[src/rtl/counter_compare_multi_if.sv]
// Control, compare and status bundle for counter_compare_multi.
// master drives the controls; slave is the counter itself.
interface counter_compare_multi_if #(
  parameter int WIDTH   = 4,
  parameter int NUM_CMP = 3
);
  logic                     clr;
  logic                     load;
  logic [WIDTH-1:0]         load_value;
  logic                     en;
  logic                     dir;
  logic [WIDTH-1:0]         modulus;
  logic [NUM_CMP*WIDTH-1:0] cmp_value;
  logic [WIDTH-1:0]         count;
  logic [NUM_CMP-1:0]       cmp_hit;
  logic                     tc;
  logic                     running;

  modport master (
    output clr, load, load_value, en, dir,
    output modulus, cmp_value,
    input  count, cmp_hit, tc, running
  );

  modport slave (
    input  clr, load, load_value, en, dir,
    input  modulus, cmp_value,
    output count, cmp_hit, tc, running
  );
endinterface

[src/rtl/counter_compare_multi.sv]
// Cascadable modulo-N up/down counter with programmable compare channels.
// tc is combinational so it can drive the next digit's en with no latency.
module counter_compare_multi #(
  parameter int WIDTH   = 4,
  parameter int NUM_CMP = 3
) (
  input logic                    clk,
  input logic                    rst,
  counter_compare_multi_if.slave bus
);

  typedef enum logic {INIT, RUN} state_e;

  state_e             state_q, state_d;
  logic [WIDTH-1:0]   count_q, count_d;
  logic [NUM_CMP-1:0] hit_q, hit_d;

  logic [WIDTH:0]     m_ext;
  logic [WIDTH:0]     top_ext;
  logic [WIDTH:0]     cnt_ext;
  logic [WIDTH:0]     lv_ext;
  logic [WIDTH-1:0]   top;
  logic               up_wrap;
  logic               dn_wrap;
  logic               wrap;
  logic               run;

  // Range math is one bit wider so modulus 0 means 2**WIDTH.
  always_comb begin
    m_ext   = (bus.modulus == '0)
            ? {1'b1, {WIDTH{1'b0}}}
            : {1'b0, bus.modulus};
    top_ext = m_ext - (WIDTH+1)'(1);
    top     = top_ext[WIDTH-1:0];
    cnt_ext = {1'b0, count_q};
    lv_ext  = {1'b0, bus.load_value};
    up_wrap = cnt_ext >= top_ext;
    dn_wrap = (count_q == '0) || (cnt_ext > top_ext);
    wrap    = bus.dir ? up_wrap : dn_wrap;
  end

  assign run         = (state_q == RUN);
  assign bus.tc      = run & bus.en & ~bus.clr
                     & ~bus.load & wrap;
  assign bus.running = run;
  assign bus.count   = count_q;
  assign bus.cmp_hit = hit_q;

  always_comb begin
    state_d = state_q;
    count_d = count_q;
    hit_d   = '0;
    unique case (state_q)
      INIT: begin
        state_d = RUN;
        count_d = '0;
      end
      RUN: begin
        if (bus.clr) begin
          count_d = '0;
        end else if (bus.load) begin
          count_d = (lv_ext > top_ext)
                  ? top : bus.load_value;
        end else if (bus.en) begin
          if (bus.dir) begin
            count_d = up_wrap
                    ? '0 : count_q + WIDTH'(1);
          end else begin
            count_d = dn_wrap
                    ? top : count_q - WIDTH'(1);
          end
        end
      end
      default: begin
        state_d = INIT;
        count_d = '0;
      end
    endcase
    // Hits come from the next count so they line up with count.
    for (int i = 0; i < NUM_CMP; i++) begin
      hit_d[i] =
        (count_d == bus.cmp_value[i*WIDTH +: WIDTH])
        && ({1'b0, bus.cmp_value[i*WIDTH +: WIDTH]}
            < m_ext);
    end
  end

  always_ff @(posedge clk or negedge rst) begin
    if (!rst) begin
      state_q <= INIT;
      count_q <= '0;
      hit_q   <= '0;
    end else begin
      state_q <= state_d;
      count_q <= count_d;
      hit_q   <= hit_d;
    end
  end

endmodule
[src/flat_wrapper.sv]
// flat-port wrapper written by rule: the top's interface ports become plain ports
module counter_compare_multi_flat 
#(
  parameter int WIDTH   = 4,
  parameter int NUM_CMP = 3
)
  (clk, rst, bus_clr, bus_load, bus_load_value, bus_en, bus_dir, bus_modulus, bus_cmp_value, bus_count, bus_cmp_hit, bus_tc, bus_running);
  counter_compare_multi_if #(.WIDTH(WIDTH), .NUM_CMP(NUM_CMP)) bus_i ();
  input logic clk;
  input logic rst;
  input wire logic [$bits(bus_i.clr)-1:0] bus_clr;
  input wire logic [$bits(bus_i.load)-1:0] bus_load;
  input wire logic [$bits(bus_i.load_value)-1:0] bus_load_value;
  input wire logic [$bits(bus_i.en)-1:0] bus_en;
  input wire logic [$bits(bus_i.dir)-1:0] bus_dir;
  input wire logic [$bits(bus_i.modulus)-1:0] bus_modulus;
  input wire logic [$bits(bus_i.cmp_value)-1:0] bus_cmp_value;
  output wire logic [$bits(bus_i.count)-1:0] bus_count;
  output wire logic [$bits(bus_i.cmp_hit)-1:0] bus_cmp_hit;
  output wire logic [$bits(bus_i.tc)-1:0] bus_tc;
  output wire logic [$bits(bus_i.running)-1:0] bus_running;
  assign bus_i.clr = bus_clr;
  assign bus_i.load = bus_load;
  assign bus_i.load_value = bus_load_value;
  assign bus_i.en = bus_en;
  assign bus_i.dir = bus_dir;
  assign bus_i.modulus = bus_modulus;
  assign bus_i.cmp_value = bus_cmp_value;
  assign bus_count = bus_i.count;
  assign bus_cmp_hit = bus_i.cmp_hit;
  assign bus_tc = bus_i.tc;
  assign bus_running = bus_i.running;
  counter_compare_multi #(.WIDTH(WIDTH), .NUM_CMP(NUM_CMP)) u_core (.clk(clk), .rst(rst), .bus(bus_i));
endmodule
[config.mk]
export PLATFORM = sky130hd
export DESIGN_NAME = counter_compare_multi_flat
export DESIGN_NICKNAME = d
export VERILOG_FILES = /design/src/rtl/counter_compare_multi_if.sv /design/src/rtl/counter_compare_multi.sv /design/src/flat_wrapper.sv
export SDC_FILE = /design/constraint.sdc
export NUM_CORES = 1
export LEC_CHECK = 0
export CELL_PAD_IN_SITES_DETAIL_PLACEMENT = 0
export CELL_PAD_IN_SITES_GLOBAL_PLACEMENT = 1
export CORE_MARGIN = 2
export CORE_UTILIZATION = 40
export DETAILED_ROUTE_END_ITERATION = 6
export PLACE_DENSITY = 0.85
export REMOVE_ABC_BUFFERS = 1
export SLEW_MARGIN = 20
export SYNTH_ARGS = -nofsm -noshare
export SYNTH_HDL_FRONTEND = slang
export SYNTH_SLANG_ARGS = --single-unit
[constraint.sdc]
create_clock -name clk -period 11.8 [get_ports clk]
set_input_delay 3.54 -clock clk [delete_from_list [all_inputs] [get_ports clk]]
set_output_delay 3.54 -clock clk [all_outputs]
set_load 0.05 [all_outputs]
==> metrics.md, run 1 <==
| Metric | Value |
|---|---|
| Status | `completed` |
| Via density | `5.98` |
| Pre-antenna DRT Iters | `4` |
| Top delay family on crit path | `buffers and inverters` |
| FMAX | `91.7 MHz` |
| Initial antenna violation count | `0` |
| Pre-CTS setup slack | `0.932 ns` |
| CTS tree | `yes` |
| Crit path buf inv count | `4` |
| DP Area | `0.00203 mm^2` |
| Final Skew | `0.00225 ns` |
| Setup WS post-layout | `0.893 ns` |
| Total power | `149 uW` |
| Cts hold-fix bufs | `0` |
| Hold crit path type | `reg -> reg` |
| Worst Reg2Reg Path Length in Cells | `11` |
| R2R setup slack | `8.02 ns` |
| Final wirelength | `4850 um` |
| Clk root buf | `clkbuf_8` |
| Final instance area | `0.00207 mm^2` |
| Synth Instances | `219` |
| Antenna viol nets, final | `0` |
| Pin count of the biggest net entering global routing | `19` |
| Worst Hold Path Cells | `2` |
| Die Footprint | `0.00464 mm^2` |
| Routability Congestion | `0.931` |
| Total Routing Usage GR | `22.5%` |
| First-pass GRT wire length | `8000 um` |
| Hold Slack | `0.763 ns` |
| Crit path largest cell delay | `0.90 ns` |
| Setup crit end kind | `output port` |
| RSZ-0062 raised after global routing | `false` |
| Synth top area share | `15.2%` |
| CP Class | `in -> out` |
| Syn-to-layout area delta | `25.9%` |
| Setup Viol. Count Final | `0` |
| Cell taking the most area after synthesis | `ha_1` |
| Final Critical Period | `10.91 ns` |
| Per-cell routed wire length | `16.1 um` |
| Pwr per Cell Area | `71.8 mW/mm^2` |
| Input/output buffers | `34` |
| FFs w/ async S/R, synth | `100%` |
| Routed vias | `1806` |
| Worst skew pair latency | `0.23 ns` |
| Clock sinks | `8` |
| ANT cells | `0` |
| Fin Setup TNS | `0 ns` |
| Vias in the first global route | `1591` |
| Max IR drop VDD | `31.7 uV` |
| Final Hold Fails | `0` |
| Max_cap viols | `0` |
| Sequential-to-total area share from yosys stat | `12.2%` |
| Max-slew headroom | `51.6%` |
| Leading cell type by number of instances after synthesis | `ha_1` |
| Period utilization | `92.4%` |
| Core area | `0.00397 mm^2` |
| Clk slew on worst S/H paths | `0.04 ns` |
| Synth Cell Area | `0.00165 mm^2` |
| RR Endpoint | `u_core.bus.cmp_hit[2]$_DFF_PN0_` |
| Worst r2r src | `u_core.bus.count[0]$_DFF_PN0_` |
| Nets | `300` |
| Ports | `35` |
| Die width | `68.1 um` |
| Synth top cells by count | `20 x ha_1, 18 x inv_1, 17 x nor2_1` |
| Slew Viols, Final | `0` |
| CP Data Arrival Time | `7.37 ns` |
| CTS buffer count | `3` |
| Proportion of layout cells with a drive suffix above 1 | `5.95%` |
| Crit-path slowest cell | `clkdlybuf4s50_1` |
| Hold path endpoint | `u_core.bus.count[1]$_DFF_PN0_` |
| Leak | `0.877 nW` |
| Max Root-Sink Buffers | `2` |
| Post_cts resized | `0` |
| Row count | `23` |
| Worst endpoint required time | `8.26 ns` |
| Setup bufs post-CTS | `0` |
| DR DRC count | `0` |
| Initial DRC Count | `143` |
| Number of synthesized flops with an enable pin | `0` |
| H-tree depth | `1` |
| Crit path cell chain | `clkdlybuf4s50_1 -> inv_1 -> ha_1 -> xnor2_1 -> buf_4 -> ha_1 -> and2_1 -> o2bb2ai_1 -> o21ai_0 -> a311oi_1 -> a2111oi_0 -> clkdlybuf4s50_1` |
| Most used DFF post-synth | `dfrtp_1` |
| Synth warn | `0` |
| Initial Util | `41.4%` |
| Gr ovfl total | `0` |
| CP max FO | `6` |
| Top post-synthesis cells by area | `ha_1 15%, dfrtp_1 12%, o21ai_0 4.9%, a21oi_1 4.3%, inv_1 4.1%` |
| Post-DP HPWL | `3910 um` |
| Worst Min Path Start | `u_core.bus.running$_DFF_PN0_` |
| Mapped Avg Cell Area | `7.51 um^2` |
| Startpoint Class | `input pin` |
| Die H | `68.1 um` |
| Worst-margin pin slew | `0.721 ns` |
| Synth cell types | `54` |
| Synthesis-stage register bit count | `8` |
-- worst max path at each step --
stage	startpoint	endpoint	slack (ns)	depth (start not counted)
finish	bus_modulus[0]	bus_tc	0.89	12
global route	bus_modulus[0]	bus_tc	0.68	12
CTS	bus_modulus[0]	bus_tc	0.93	12
detailed placement	bus_modulus[0]	bus_tc	0.93	12
global placement	bus_modulus[0]	bus_tc	1.07	12
floorplan	bus_modulus[0]	bus_tc	0.53	9
-- where the power goes --
| part | total, mW | internal, mW | switching (mW) |
|---|---|---|---|
| combinational | 0.0851 | 0.0366 | 0.0485 |
| clock | 0.0327 | 0.0221 | 0.0106 |
| sequential | 0.0309 | 0.0289 | 0.00204 |
| total | 0.149 | 0.0875 | 0.0612 |
-- cell families (layout without fill, tap and decap cells) --
kind of cell	after synthesis	count (layout)	share of synthesized area, %
other	1	1	0.228
multiplexers	10	10	7.30
XOR/XNOR	5	5	2.66
flip-flops	8	8	12.2
AO/OA/AOI/OAI	73	73	31.0
adder cells (fa/ha/maj)	21	21	15.8
buffers and inverters	24	57	5.93
AND/OR/NAND/NOR	77	77	24.9
-- worst reg2reg max path, stage by stage (launching register included) --
cell and delay [ns]:
dfrtp_1 0.47, inv_1 0.19, ha_1 0.19, inv_1 0.04, a211oi_1 0.39, o21ai_0 0.15
a311oi_1 0.65, mux2_2 0.42, o211a_1 0.23, nor4_1 0.58, a221oi_1 0.16, and3_1 0.21
-- area by class of cell --
class	count	area [um^2]
Clock buffer	3	41.3
Fill cell	386	1900
Inverter	19	71.3
Sequential cell	8	200
Tap cell	50	62.6
Timing Repair Buffer	35	348
Multi-Input combinational cell	187	1350
-- registers in the layout (all words and copies together) (netlist names) --
signal / cells
u_core.bus.running: 1
u_core.bus.cmp_hit: 3
u_core.bus.count: 4
-- cell usage in the layout, fill, tap and decap left out, types with 5 or more instances in the layout --
cell / n
a211o_1: 5
a21oi_1: 14
and3_1: 5
clkdlybuf4s50_1: 34
dfrtp_1: 8
ha_1: 20
inv_1: 18
mux2_2: 6
nand2_1: 15
nand2b_1: 6
nand3_1: 6
nor2_1: 17
nor3_1: 6
nor4_1: 6
o21ai_0: 16
-- through the flow --
stage	utilization (%)	instances
after floorplan	-	214
after global placement	51.1	299
after detailed placement	51.1	299
after CTS	52.1	302
after global routing	52.1	302
final	52.1	302
-- metal layers --
layer / wire length [um] / track usage [%] / share of wire (%) / up-vias
li1: - / - / - / 901
met1: 2320 / 34.8 / 48 / 811
met2: 2090 / 33.4 / 43 / 86
met3: 341 / 2.30 / 7.0 / 8
met4: 94 / 4.50 / 1.9 / 0
met5: 0 / 0 / 0 / -
Note: power is estimated with default switching activity, not from simulation.
==> run 2, diff against run 1 <==
clock period = 14.01 ns   (was 11.8 ns; I/O delays follow)
==> run 2 against run 1 <==
  * Global-route usage grew 0.16 points
  * Final cell count fell by 0.33%
  * Utilization shrank 0.19 points
  * Combinational power decreased by 16%
  * Power is 16% lower
  * Count of clock-buffer cells in the layout unchanged
  * Non-clock buffer count down 1
  * First-iteration DRC count down 0.70%
  * Clock power fell by 17%
  * Sequential share of layout area is essentially flat
  * Register-to-register slack better by 2.2 ns
  * Die area unchanged
==> metrics.md, run 2 (synthesis results as in run 1) <==
| Metric | Value |
|---|---|
| Row count | `23 (unchanged)` |
| Post-DP HPWL | `3930 um (+0.55%)` |
| Crit path buf inv count | `3 (-1)` |
| Initial antenna violation count | `0 (unchanged)` |
| Worst endpoint required time | `9.81 ns (+1.55 ns)` |
| Routability Congestion | `0.909 (-2.4%)` |
| Max IR drop VDD | `23.8 uV (-25%)` |
| Placed cell count | `298 (-0.33%)` |
| Die width | `68.1 um (unchanged)` |
| CP endpoint | `bus_tc` |
| Most frequent cells in the layout | `34 x clkdlybuf4s50_1, 20 x ha_1, 18 x inv_1` |
| CP Data Arrival Time | `8.15 ns (+0.78 ns)` |
| Crit path cell chain | `clkdlybuf4s50_1 -> inv_1 -> ha_1 -> xnor2_1 -> ha_1 -> and2_1 -> o2bb2ai_1 -> o21ai_0 -> a311oi_1 -> a2111oi_0 -> clkdlybuf4s50_1` |
| Syn-to-layout area delta | `25.4%` |
| Initial DRC Count | `142 (-0.70%)` |
| CP max FO | `6 (unchanged)` |
| Input/output buffers | `34 (unchanged)` |
| First-pass GRT wire length | `8110 um (+1.3%)` |
| Crit path largest cell delay | `0.89 ns (about the same)` |
| Final Skew | `0.00326 ns (+0.00101 ns)` |
| Core area | `0.00397 mm^2 (unchanged)` |
| Final Hold Fails | `0 (unchanged)` |
| Max-slew headroom | `50.7% (-0.94 points)` |
| Setup crit end kind | `output port` |
| CTS buffer count | `3 (unchanged)` |
| Initial Util | `41.4% (unchanged)` |
| Finished Core Util | `52.0% (-0.19 points)` |
| Pre-antenna DRT Iters | `4 (unchanged)` |
| RSZ-0062 raised after global routing | `false` |
| Worst Min Path Start | `u_core.bus.running$_DFF_PN0_` |
| Pwr per Cell Area | `60.4 mW/mm^2 (-16%)` |
| Proportion of layout cells with a drive suffix above 1 | `5.58% (-0.37 points)` |
| Fin Setup TNS | `0 ns (unchanged)` |
| Slew Viols, Final | `0 (unchanged)` |
| Die H | `68.1 um (unchanged)` |
| FMAX | `80.9 MHz` |
| Sequential cell area | `200 um^2 (unchanged)` |
| Via density | `6.01 (+0.50%)` |
| Worst-margin pin slew | `0.735 ns (+0.0140 ns)` |
| Worst r2r src | `u_core.bus.count[0]$_DFF_PN0_` |
| Fin cells | `301 (-0.33%)` |
| Per-cell routed wire length | `16.1 um (+0.37%)` |
| Vias in the first global route | `1694 (+6.5%)` |
| Total Routing Usage GR | `22.7% (+0.16 points)` |
| Filler cells | `402 (+4.1%)` |
| H-tree depth | `1 (unchanged)` |
| Clk root buf | `clkbuf_8` |
| Commonest non-fill, non-tap cell in the layout | `clkdlybuf4s50_1` |
| Final Critical Period | `12.36 ns` |
| Startpoint Class | `input pin` |
| Ports | `35 (unchanged)` |
| Cts hold-fix bufs | `0 (unchanged)` |
| Clk slew on worst S/H paths | `0.04 ns (about the same)` |
| Crit-path slowest cell | `clkdlybuf4s50_1` |
| Hold crit path type | `reg -> reg` |
| Period utilization | `88.2%` |
| Post_cts resized | `0 (unchanged)` |
| Max Root-Sink Buffers | `2 (unchanged)` |
| Max_cap viols | `0 (unchanged)` |
| Antenna viol nets, final | `0 (unchanged)` |
| DR DRC count | `0 (unchanged)` |
| Setup Viol. Count Final | `0 (unchanged)` |
| Leak | `0.872 nW (-0.55%)` |
| Worst Reg2Reg Path Length in Cells | `11 (unchanged)` |
| Setup crit start | `bus_modulus[0]` |
| Gr ovfl total | `0 (unchanged)` |
| Final wirelength | `4850 um (about the same)` |
| ANT cells | `0 (unchanged)` |
| Status | `completed` |
| Nets | `299 (-0.33%)` |
| R2R setup slack | `10.21 ns (+2.19 ns)` |
| CTS tree | `yes` |
| Clock sinks | `8 (unchanged)` |
| CP Class | `in -> out` |
| Max reg flops | `4 (unchanged)` |
| Multi-input gate area | `0.00135 mm^2 (unchanged)` |
| Routed vias | `1809 (+0.17%)` |
| Worst skew pair latency | `0.23 ns (about the same)` |
| Top delay family on crit path | `buffers and inverters` |
| Pin count of the biggest net entering global routing | `19 (unchanged)` |
| Die Footprint | `0.00464 mm^2 (unchanged)` |
| Levels on crit path | `11 (-1)` |
| RR Endpoint | `u_core.bus.cmp_hit[2]$_DFF_PN0_` |
| Setup bufs post-CTS | `0 (unchanged)` |
-- run 2: cell count changes in the layout (fill, tap and decap cells not counted), sizes merged --
| cell | delta |
|---|---|
| buf | -1 |
-- run 2: metal layers --
metal  global-route usage (%)  part of all wire (%)
met5                        0                     0
met4                     5.25                   1.3
met3                     1.81                   7.2
met2                     35.8                    45
met1                     33.3                    47
-- run 2: how the worst min path moves through the flow --
stage               cells after the start  slack (ns)                             to
floorplan                               2        0.92  u_core.bus.count[1]$_DFF_PN0_
global placement                        2        0.74  u_core.bus.count[1]$_DFF_PN0_
detailed placement                      2        0.73  u_core.bus.count[1]$_DFF_PN0_
CTS                                     2        0.74  u_core.bus.count[1]$_DFF_PN0_
global route                            2        0.78  u_core.bus.count[1]$_DFF_PN0_
finish                                  2        0.74  u_core.bus.count[1]$_DFF_PN0_
-- run 2: power breakdown --
| part | internal [mW] | switching (mW) |
|---|---|---|
| logic | 0.0304 | 0.0408 |
| clock network | 0.0186 | 0.00870 |
| registers | 0.0243 | 0.00180 |
-- run 2: worst min-delay path, stage by stage, from the launching register on --
cell	delay (ns)
dfrtp_1	0.38
nor2b_1	0.19
o21a_1	0.12
-- run 2: layout make-up --
| type | instances | area share, % |
|---|---|---|
| timing repair buffer | 34 | 16.5 |
| multi-input combinational | 187 | 65.3 |
| inverter | 19 | 3.46 |
| clock buffer | 3 | 2.00 |
| sequential | 8 | 9.70 |
| tap | 50 | 3.03 |
-- run 2: metrics by stage --
stage / total power [mW] / worst slack [ns] / hold slack (ns) / cell area, um^2
final: 0.125 / 1.65 / 0.741 / 2060
after global routing: 0.134 / 1.40 / 0.775 / 2060
after CTS: 0.125 / 1.68 / 0.745 / 2060
after detailed placement: 0.0967 / 1.69 / 0.728 / 2020
after global placement: 0.0970 / 1.78 / 0.741 / 2020
after floorplan: 0.0718 / 1.42 / 0.924 / 1620
==> run 3, diff against run 2 <==
CORE_MARGIN = not set   (was 2)
==> run 3 against run 2 <==
  * Die area is 5.8% lower
  * Sequential power hardly changed
  * Hold slack better by 0.013 ns
  * Clock power hardly changed
  * Global-route usage is 0.89 points higher
  * Clock skew is 0.0012 ns lower
  * Critical path type unchanged
  * Largest power group unchanged
==> metrics.md, run 3 (synthesis results as in run 1) <==
| Metric | Value |
|---|---|
| Worst endpoint required time | `9.81 ns (about the same)` |
| Crit path largest cell delay | `0.89 ns (about the same)` |
| CTS tree | `yes` |
| Setup bufs post-CTS | `0 (unchanged)` |
| Die Footprint | `0.00437 mm^2 (-5.8%)` |
| Per-cell routed wire length | `16.3 um (+1.2%)` |
| Met3 Use GR | `2.24% (+0.43 points)` |
| Initial antenna violation count | `0 (unchanged)` |
| Crit path buf inv count | `3 (unchanged)` |
| Final Skew | `0.00202 ns (-0.00124 ns)` |
| Startpoint Class | `input pin` |
| Status | `completed` |
| Clk slew on worst S/H paths | `0.04 ns (about the same)` |
| Max Root-Sink Buffers | `2 (unchanged)` |
| Net Switching | `51.0 uW (-0.64%)` |
| Routed vias | `1794 (-0.83%)` |
| CP Data Arrival Time | `8.17 ns (+0.02 ns)` |
| RSZ-0062 raised after global routing | `false` |
| First-pass GRT wire length | `7950 um (-2.0%)` |
| Antenna viol nets, final | `0 (unchanged)` |
| Ports | `35 (unchanged)` |
| Die H | `66.1 um (-2.9%)` |
| H-tree depth | `1 (unchanged)` |
| Max reg flops | `4 (unchanged)` |
| FMAX | `80.8 MHz (-0.14%)` |
| CP max FO | `6 (unchanged)` |
| Max IR drop VDD | `30.1 uV (+27%)` |
| Initial DRC Count | `173 (+22%)` |
| Post_cts resized | `0 (unchanged)` |
| Worst skew pair latency | `0.22 ns (about the same)` |
| CTS buffer count | `3 (unchanged)` |
| Leak | `0.872 nW (unchanged)` |
| Core area | `0.00380 mm^2 (-4.3%)` |
| Gr ovfl total | `0 (unchanged)` |
| Total Routing Usage GR | `23.6% (+0.89 points)` |
| GR Util met2 | `38.4% (+2.6 points)` |
| Pin count of the biggest net entering global routing | `19 (unchanged)` |
| CP Class | `in -> out` |
| R2R setup slack | `10.32 ns (+0.11 ns)` |
| Top delay family on crit path | `buffers and inverters` |
| GR peak layer | `met2` |
| Clock power share | `21.9% (about the same)` |
| Fin Setup TNS | `0 ns (unchanged)` |
| Finished Core Util | `54.2% (+2.3 points)` |
| Clock sinks | `8 (unchanged)` |
| Cts hold-fix bufs | `0 (unchanged)` |
| Via density | `6.00 (-0.17%)` |
| Most frequent cells in the layout | `34 x clkdlybuf4s50_1, 20 x ha_1, 18 x inv_1` |
| Comb power frac | `57.1% (about the same)` |
| Max_cap viols | `0 (unchanged)` |
| Worst-margin pin slew | `0.674 ns (-0.0608 ns)` |
| Setup Viol. Count Final | `0 (unchanged)` |
| Final wirelength | `4880 um (+0.58%)` |
| Switching Fraction | `41.0% (-0.14 points)` |
| Row count | `22 (-4.3%)` |
| Crit-path slowest cell | `clkdlybuf4s50_1` |
| Nets | `299 (unchanged)` |
| Hold crit path type | `reg -> reg` |
| Vias in the first global route | `1624 (-4.1%)` |
| Max-slew headroom | `54.8% (+4.1 points)` |
| Commonest non-fill, non-tap cell in the layout | `clkdlybuf4s50_1` |
| Period utilization | `88.3% (+0.12 points)` |
| Pre-antenna DRT Iters | `5 (+1)` |
| Seq pwr share | `21.0% (about the same)` |
| Syn-to-layout area delta | `25.2%` |
| Input/output buffers | `34 (unchanged)` |
| Internal power | `73.3 uW (about the same)` |
| Routability Congestion | `0.910 (about the same)` |
| Post-DP HPWL | `3950 um (+0.36%)` |
| ANT cells | `0 (unchanged)` |
| Proportion of layout cells with a drive suffix above 1 | `5.58% (unchanged)` |
| Routing usage on met1 | `34.1% (+0.82 points)` |
| Slew Viols, Final | `0 (unchanged)` |
| Die width | `66.1 um (-2.9%)` |
| Final Hold Fails | `0 (unchanged)` |
| Setup crit end kind | `output port` |
| Final Critical Period | `12.37 ns (+0.0170 ns)` |
| DR DRC count | `0 (unchanged)` |
| Crit path cell chain | `clkdlybuf4s50_1 -> inv_1 -> ha_1 -> xnor2_1 -> ha_1 -> and2_1 -> o2bb2ai_1 -> nor4_1 -> a311oi_1 -> a2111oi_0 -> clkdlybuf4s50_1` |
| Clk root buf | `clkbuf_8` |
| Pwr per Cell Area | `60.3 mW/mm^2 (-0.19%)` |
| Initial Util | `43.3% (+1.9 points)` |
## run 3: cell type report
type / instances / area, um^2
flip-flops and latches: 8 / 200
repair buffers: 34 / 340
inverters: 19 / 71.3
multi-input cells: 187 / 1350
clock buffers: 3 / 41.3
well taps: 48 / 60.1
fillers: 378 / 1740
## run 3: worst register-to-register path, cell delays in order (launching register included)
cell and delay [ns]:
dfrtp_1 0.47, inv_1 0.19, ha_1 0.20, inv_1 0.04, a211oi_1 0.40, o21ai_0 0.15, a311oi_1 0.62, mux2_2 0.42
o211a_1 0.22, nor4_1 0.51, a221oi_1 0.16, and3_1 0.21
## run 3: layer usage
| layer | share of wire [%] | up-vias |
|---|---|---|
| met5 | 0 | - |
| met4 | 0.43 | 0 |
| met3 | 5.7 | 4 |
| met2 | 45 | 69 |
| met1 | 48 | 823 |
| li1 | - | 898 |
## run 3: final timing paths
check | cells past startpoint | endpoint | start
min in group asynchronous | 1 | u_core.bus.count[3]$_DFF_PN0_ | rst
max in group asynchronous | 1 | u_core.bus.cmp_hit[0]$_DFF_PN0_ | rst
worst min register to register | 2 | u_core.bus.count[1]$_DFF_PN0_ | u_core.bus.running$_DFF_PN0_
worst min-delay path | 2 | u_core.bus.count[1]$_DFF_PN0_ | u_core.bus.running$_DFF_PN0_
worst max-delay path | 11 | bus_tc | bus_modulus[0]
worst max register to register | 11 | u_core.bus.cmp_hit[2]$_DFF_PN0_ | u_core.bus.count[0]$_DFF_PN0_
## run 3: power groups by stage
stage,Clock (mW),Combinational [mW],Sequential (mW)
floorplan,0,0.0420,0.0298
global route,0.0299,0.0785,0.0264
detailed placement,0,0.0701,0.0265
CTS,0.0275,0.0704,0.0262
finish,0.0272,0.0709,0.0261
global placement,0,0.0705,0.0265
## run 3: per-stage QoR
| stage | cell area (um^2) | setup WS [ns] | hold slack [ns] | instances | total power, mW |
|---|---|---|---|---|---|
| 6_report | 2060 | 1.64 | 0.754 | 299 | 0.124 |
| 5_1_grt | 2060 | 1.35 | 0.790 | 299 | 0.135 |
| 4_1_cts | 2060 | 1.69 | 0.762 | 299 | 0.124 |
| 3_5_place_dp | 2020 | 1.70 | 0.749 | 296 | 0.0966 |
| 3_3_place_gp | 2020 | 1.81 | 0.742 | 296 | 0.0970 |
| 2_1_floorplan | 1620 | 1.42 | 0.924 | 214 | 0.0718 |
